==> config.mk <==
export PLATFORM = sky130hd
export DESIGN_NAME = tdd_frame_scheduler
export DESIGN_NICKNAME = d
export VERILOG_FILES = /design/src/rtl/tdd_pkg.sv /design/src/rtl/tdd_window.sv /design/src/rtl/tdd_frame_scheduler.sv
export SDC_FILE = /design/constraint.sdc
export NUM_CORES = 1
export LEC_CHECK = 0
export CAP_MARGIN = 10
export CORE_ASPECT_RATIO = 0.9
export CORE_MARGIN = 4
export CORE_UTILIZATION = 55
export DETAILED_ROUTE_END_ITERATION = 6
export PLACE_DENSITY = 0.81
export RECOVER_POWER = 25
export SYNTH_ARGS = -nofsm -noshare
export SYNTH_HDL_FRONTEND = slang
export SYNTH_SLANG_ARGS = --single-unit
==> constraint.sdc <==
create_clock -name clk -period 6.2 [get_ports clk]
set_input_delay 1.24 -clock clk [delete_from_list [all_inputs] [get_ports clk]]
set_output_delay 1.24 -clock clk [all_outputs]
set_load 0.02 [all_outputs]
==> src/rtl/tdd_pkg.sv <==
// Shared types and helpers for the TDD frame scheduler: FSM state encoding,
// length limits and the half-open window membership test.
package tdd_pkg;

    localparam int CNT_W_DEF = 24;
    localparam int MIN_FRAME = 2;
    // Window comparisons run at this width; positions are zero-extended into it.
    localparam int WIN_W     = 32;

    typedef enum logic {
        IDLE = 1'b0,
        RUN  = 1'b1
    } state_t;

    // start < stop: plain range; start > stop: range wraps through 0;
    // start == stop: empty.
    function automatic logic in_window(
        input logic [WIN_W-1:0] pos,
        input logic [WIN_W-1:0] start,
        input logic [WIN_W-1:0] stop
    );
        logic hit;
        if (start < stop) begin
            hit = (pos >= start) && (pos < stop);
        end else if (start > stop) begin
            hit = (pos >= start) || (pos < stop);
        end else begin
            hit = 1'b0;
        end
        return hit;
    endfunction

endpackage

==> src/rtl/tdd_window.sv <==
// Registered window comparator: hit follows pos by one clk and is held low
// whenever en is low.
module tdd_window #(
    parameter int CNT_W = tdd_pkg::CNT_W_DEF
) (
    input  logic             clk,
    input  logic             rst,
    input  logic             en,
    input  logic [CNT_W-1:0] pos,
    input  logic [CNT_W-1:0] start,
    input  logic [CNT_W-1:0] stop,
    output logic             hit
);
    import tdd_pkg::*;

    always_ff @(posedge clk) begin
        if (rst) begin
            hit <= 1'b0;
        end else begin
            hit <= en && in_window(WIN_W'(pos), WIN_W'(start), WIN_W'(stop));
        end
    end

endmodule

==> src/rtl/tdd_frame_scheduler.sv <==
// TDD frame scheduler: sample position counter, per-frame shadow config,
// one-shot length adjustment and the RX/TX gates derived from the windows.
//
//   state | meaning
//   IDLE  | stopped; position held at 0, gates closed
//   RUN   | counting samples on tick, gates follow windows or FDD mode
module tdd_frame_scheduler #(
    parameter int CNT_W = tdd_pkg::CNT_W_DEF
) (
    input  logic             clk,
    input  logic             rst,
    input  logic             en,
    input  logic             tick,
    input  logic             tddmode,
    input  logic [CNT_W-1:0] frame_len,
    input  logic [CNT_W-1:0] frame_adj,
    input  logic             adj_req,
    input  logic [CNT_W-1:0] tstart,
    input  logic [CNT_W-1:0] tend,
    input  logic [CNT_W-1:0] rstart,
    input  logic [CNT_W-1:0] rend,
    output logic             sys_ien,
    output logic             sys_oen,
    output logic             tx_rx,
    output logic             frame_sync,
    output logic [31:0]      frame_cnt,
    output logic [CNT_W-1:0] sample_pos,
    output logic             adj_pending
);
    import tdd_pkg::*;

    // Two extra bits so the largest length plus the largest positive
    // correction cannot wrap into the sign bit.
    localparam int SUM_W = CNT_W + 2;

    state_t           state_q, state_d;
    logic [CNT_W:0]   len_eff_q;
    logic [CNT_W:0]   len_next;
    logic [CNT_W-1:0] tstart_q, tend_q, rstart_q, rend_q;
    logic [CNT_W-1:0] adj_val_q;
    logic [CNT_W-1:0] adj_use;
    logic [SUM_W-1:0] len_base, len_sum;
    logic             frame_start, at_last;
    logic             gate_en, gate_en_q, tdd_q;
    logic             tx_hit, rx_hit;

    assign at_last = ({1'b0, sample_pos} == (len_eff_q - {{CNT_W{1'b0}}, 1'b1}));

    always_comb begin
        state_d     = state_q;
        frame_start = 1'b0;
        gate_en     = 1'b0;
        case (state_q)
            IDLE: begin
                if (en) begin
                    state_d     = RUN;
                    frame_start = 1'b1;
                end
            end
            RUN: begin
                if (!en) begin
                    state_d = IDLE;
                end else begin
                    gate_en = 1'b1;
                    if (tick && at_last) begin
                        frame_start = 1'b1;
                    end
                end
            end
            default: state_d = IDLE;
        endcase
    end

    // Length of the frame about to start; a pending adjustment is consumed by it.
    always_comb begin
        adj_use  = adj_pending ? adj_val_q : '0;
        len_base = (frame_len < CNT_W'(MIN_FRAME)) ? SUM_W'(MIN_FRAME) : SUM_W'(frame_len);
        len_sum  = len_base + {{2{adj_use[CNT_W-1]}}, adj_use};
        if (len_sum[SUM_W-1] || (len_sum < SUM_W'(MIN_FRAME))) begin
            len_next = (CNT_W+1)'(MIN_FRAME);
        end else begin
            len_next = len_sum[CNT_W:0];
        end
    end

    always_ff @(posedge clk) begin
        if (rst) begin
            state_q     <= IDLE;
            sample_pos  <= '0;
            frame_cnt   <= '0;
            frame_sync  <= 1'b0;
            adj_pending <= 1'b0;
            adj_val_q   <= '0;
            len_eff_q   <= (CNT_W+1)'(MIN_FRAME);
            tstart_q    <= '0;
            tend_q      <= '0;
            rstart_q    <= '0;
            rend_q      <= '0;
            gate_en_q   <= 1'b0;
            tdd_q       <= 1'b0;
        end else begin
            state_q    <= state_d;
            frame_sync <= frame_start;
            gate_en_q  <= gate_en;
            tdd_q      <= tddmode;

            if (frame_start) begin
                sample_pos <= '0;
                frame_cnt  <= frame_cnt + 32'd1;
                len_eff_q  <= len_next;
                tstart_q   <= tstart;
                tend_q     <= tend;
                rstart_q   <= rstart;
                rend_q     <= rend;
            end else if (state_d == IDLE) begin
                sample_pos <= '0;
            end else if (tick) begin
                sample_pos <= sample_pos + {{(CNT_W-1){1'b0}}, 1'b1};
            end

            // A request landing on a frame start is kept for the following frame.
            if (adj_req) begin
                adj_val_q   <= frame_adj;
                adj_pending <= 1'b1;
            end else if (frame_start) begin
                adj_pending <= 1'b0;
            end
        end
    end

    tdd_window #(.CNT_W(CNT_W)) u_tx_win (
        .clk   (clk),
        .rst   (rst),
        .en    (gate_en),
        .pos   (sample_pos),
        .start (tstart_q),
        .stop  (tend_q),
        .hit   (tx_hit)
    );

    tdd_window #(.CNT_W(CNT_W)) u_rx_win (
        .clk   (clk),
        .rst   (rst),
        .en    (gate_en),
        .pos   (sample_pos),
        .start (rstart_q),
        .stop  (rend_q),
        .hit   (rx_hit)
    );

    // TX wins where the windows overlap; FDD opens both gates while running.
    assign sys_oen = gate_en_q & (~tdd_q | tx_hit);
    assign sys_ien = gate_en_q & (~tdd_q | (rx_hit & ~tx_hit));
    assign tx_rx   = gate_en_q & tdd_q & tx_hit;

endmodule

==> reports/results.md <==
| Stage | Parameter | Reported |
|:---|:---|:---|
| cts | Clock edge transition at the registers on the reported setup and hold paths | 60 ps |
| setup path | Critical path launch point type | input port |
| floorplanning | Die Area | 28,600 µm² |
| timing | Share of the clock period used by the worst path after layout | 88.7% |
| synthesis | Async set-reset flop share out of synthesis | 0% |
| setup path | Required time worst endpoint | 6610 ps |
| cts | Post-CTS Hold Fix Bufs | 0 |
| synthesis | Number of synthesis warnings | 0 |
| cts | Number of buffers created by CTS | 24 |
| timing | Transition time at the pin with the least slew margin | 4560 ps |
| synthesis | Cell area after synthesis | 14,300 µm² |
| cts | Post-CTS Repair Setup Buffers | 0 |
| timing | Count of pins over their slew limit | 98 |
| synthesis | Most frequently used flop master after synthesis | sky130_fd_sc_hd__dfxtp_1 |
| floorplanning | Overall die width | 178 µm |
| synthesis | Synth Net Count | 2,017 |
| timing | Peak clock frequency supported by timing | 182 MHz |
| pwr | Power density over cell area | 208 nW/µm² |
| global routing | Global-route wire length before repair | 64.2 mm |
| drt | Remaining antenna violation count | 0 |
| timing | Final setup TNS | 0 ps |
| setup path | Kind of capture point of the worst setup path | register |
| setup path | Cell type of the slowest stage on the worst timing path | sky130_fd_sc_hd__clkbuf_1 |
| setup path | CP max stage delay | 3140 ps |
| drt | Via Count | 13,000 |
| setup path | Highest net fanout along the worst path | 97 |
| final layout | Highest-count cells in the layout ignoring fill and taps | 236 x sky130_fd_sc_hd__nor2_1, 208 x sky130_fd_sc_hd__dfxtp_1, 170 x sky130_fd_sc_hd__ha_1, 170 x sky130_fd_sc_hd__clkdlybuf4s50_1, 127 x sky130_fd_sc_hd__mux2i_1 |
| timing | Fin. Hold Viols | 0 |
| final layout | # diodes | 0 |
| pwr | Overall power | 3.60 mW |
| flow run | Count of max-cap constraint violations | 1 |
| drt | Per-cell via count in the routed design | 5.87 |
| final layout | Nets | 2,166 |
| setup path | Critical-path cell list | clkbuf_1 > buf_4 > nand3b_1 > o41a_1 > a31oi_1 |
| setup path | Top cell family by delay on the critical path | buffers and inverters |
| synthesis | Number of synthesized flops with an enable pin | 0 |
| cts | CTS sink count | 208 |
| outcome | Violations in the final reports | capacitance limit, slew limit |
| drt | Routed WL per cell | 18.4 µm |
| final layout | Most common cell after layout, fill and taps aside | sky130_fd_sc_hd__nor2_1 |
| floorplanning | # rows | 55 |
| timing | Period minus WS final | 5500 ps |
| drt | Number of design rule violations left after detail routing | 0 |
| timing | Worst clock skew | 26.4 ps |
| drt | Iter 0 DRT Violations | 1,020 |
| global routing | Overall overflow remaining after global route | 0 |
| timing | Setup repair after global routing missed its margin | no |
| synthesis | Number of synthesized register bits | 208 |
| floorplanning | Die height | 161 µm |
| pwr | Leakage power of the design | 7.55 nW |
| cts | TritonCTS clock tree | built |
| placement | Placer congestion estimate | 0.910 |
| drt | First-pass iteration count of the detailed router | 6 |
| final layout | Area growth, synth to finish | 21.0% |
| cts | Number of H-tree branching levels | 1 |
| setup path | Worst path buffer plus inverter count | 2 |
| synthesis | Share of the yosys chip area belonging to registers | 29.2% |
| synthesis | Cells after synthesis | 1,696 |
| timing | Max-Slew Margin vs Limit | -204% |
| cts | Post-CTS Resized | 0 |
| global routing | Number of global-route vias before repair | 12,600 |
| final layout | Total of fill cells in the finished design | 2,096 |
| final layout | Share of layout cells above drive strength 1 | 4.40% |
| global routing | Global-route usage over all layers | 27.1% |
| cts | Number of buffers on the longest clock path | 3 |
| cts | Clock tree root buffer cell | sky130_fd_sc_hd__clkbuf_16 |
| cts | Clock latency at the later pin of the worst-skew pair | 530 ps |
| setup path | Crit path arrival time | 5910 ps |
| global routing | Pin count of the biggest net entering global routing | 144 |
| placement | DP HPWL | 29.8 mm |
| worst hold path | Path type of the worst min-delay path | register to register |
| timing | Final setup fails | 0 |
| floorplanning | Core ar. | 25,300 µm² |
| outcome | Result of the run | finished, violations left |
| synthesis | Distinct cells, synth | 76 |
| setup path | Crit path kind | input port to register |
| floorplanning | Initial core utilization | 56.4% |
| placement | Port Buffers | 210 |
| global routing | Antenna violations before repair | 0 |
| floorplanning | Count of pins on the block boundary | 211 |
| pwr | Highest ir drop seen on vdd | 0.178 mV |
| synthesis | Syn_area_per_cell | 8.42 µm² |
| drt | Final wirelength | 40.5 mm |
==> final timing paths <==
| check | from | end | slack (ps) | cells after the start |
|---|---|---|---|---|
| min | len_eff_q[24] | len_eff_q[24] | 480 | 2 |
| min reg2reg | len_eff_q[24] | len_eff_q[24] | 480 | 2 |
| max | rst | len_eff_q[0] | 700 | 5 |
| max reg2reg | len_eff_q[0] | len_eff_q[18] | 1600 | 11 |
==> layout make-up <==
cell class	count	area, µm²	area share [%]
Multi-Input combinational cell	1271	9210	53.3
Sequential cell	208	4160	24.1
Timing Repair Buffer	220	2200	12.7
Clock inverter	7	87.6	0.507
Inverter	120	450	2.61
Clock buffer	37	741	4.29
Tap cell	342	428	2.48
==> synth_stat cells (5+ instances only) <==
cell type                   number  share of area, %
sky130_fd_sc_hd__or3_1          23               1.0
sky130_fd_sc_hd__mux2i_1       127               8.9
sky130_fd_sc_hd__nand2b_1       10              0.44
sky130_fd_sc_hd__and2_1         27               1.2
sky130_fd_sc_hd__nor4_1         28               1.2
sky130_fd_sc_hd__xnor2_1        62               3.8
sky130_fd_sc_hd__o31ai_1         6              0.32
sky130_fd_sc_hd__nand2_1        82               2.2
sky130_fd_sc_hd__o21ai_0        44               1.5
sky130_fd_sc_hd__xor2_1         26               1.6
sky130_fd_sc_hd__buf_6          12              0.95
sky130_fd_sc_hd__clkbuf_1       76               2.0
sky130_fd_sc_hd__or4_1          10              0.53
sky130_fd_sc_hd__a2111oi_0       6              0.37
sky130_fd_sc_hd__buf_2           5              0.18
sky130_fd_sc_hd__a21o_1         46               2.4
sky130_fd_sc_hd__o211ai_1       12              0.63
sky130_fd_sc_hd__dfxtp_1       208                29
sky130_fd_sc_hd__nor4_2         14               1.2
sky130_fd_sc_hd__nor2_1        236               6.2
sky130_fd_sc_hd__nor3_1         24              0.84
sky130_fd_sc_hd__a31oi_1         8              0.35
sky130_fd_sc_hd__nand4_1        34               1.5
sky130_fd_sc_hd__a21oi_1        76               2.7
sky130_fd_sc_hd__a211oi_1       18              0.95
sky130_fd_sc_hd__nor3b_1         6              0.32
sky130_fd_sc_hd__nand3_1        34               1.2
sky130_fd_sc_hd__inv_1         120               3.2
sky130_fd_sc_hd__and4_1          6              0.37
sky130_fd_sc_hd__o21a_1         13              0.68
sky130_fd_sc_hd__or3b_1          6              0.37
sky130_fd_sc_hd__and3_1         26               1.1
sky130_fd_sc_hd__or2_2           5              0.22
sky130_fd_sc_hd__ha_1          170                15
sky130_fd_sc_hd__nor2b_1        15              0.66
==> metrics by stage <==
| step | hold slack (ps) | setup slack [ps] | instances | util (%) | instance area [µm²] |
|---|---|---|---|---|---|
| after floorplan | 444 | 1330 | 1696 | - | 14300 |
| after global placement | 456 | 489 | 2161 | 65.0 | 16500 |
| after detailed placement | 468 | 353 | 2161 | 65.0 | 16500 |
| after CTS | 477 | 904 | 2205 | 68.2 | 17300 |
| after global routing | 487 | 316 | 2205 | 68.2 | 17300 |
| final | 477 | 701 | 2205 | 68.2 | 17300 |
==> worst min-delay path: stages, from the launching register on <==
cell and delay, ps:
sky130_fd_sc_hd__dfxtp_1 320, sky130_fd_sc_hd__nand2_1 60, sky130_fd_sc_hd__a21oi_1 50
==> per-layer routing <==
metal,routed length [µm],track usage [%]
met1,18200,38.0
met2,17800,43.2
met3,3510,5.04
met4,981,6.71
met5,0,0
==> registers in the layout, indices dropped and copies added (netlist names) <==
register	cells
rstart_q	24
adj_pending	1
u_rx_win.hit	1
state_q	1
tdd_q	1
u_tx_win.hit	1
gate_en_q	1
len_eff_q	25
rend_q	24
tstart_q	24
adj_val_q	24
frame_cnt	32
sample_pos	24
frame_sync	1
tend_q	24
==> report_power, final <==
part / switching, mW / internal, mW / leakage [nW]
logic: 0.337 / 0.321 / 5.44
clock network: 0.576 / 0.902 / 0.408
registers: 0.0621 / 1.40 / 1.70
total: 0.976 / 2.62 / 7.55
==> kinds of logic (layout without fill, tap and decap cells) <==
family / Yosys count / count (layout) / synth area share, %
mux: 128 / 128 / 8.98
buf+inv: 217 / 384 / 6.46
xor+xnor: 88 / 88 / 5.40
simple gates: 608 / 608 / 22.1
compound gates: 276 / 276 / 12.8
flops: 208 / 208 / 29.2
fa+ha+maj: 171 / 171 / 15.0
Note: power is estimated with default switching activity, not from simulation.
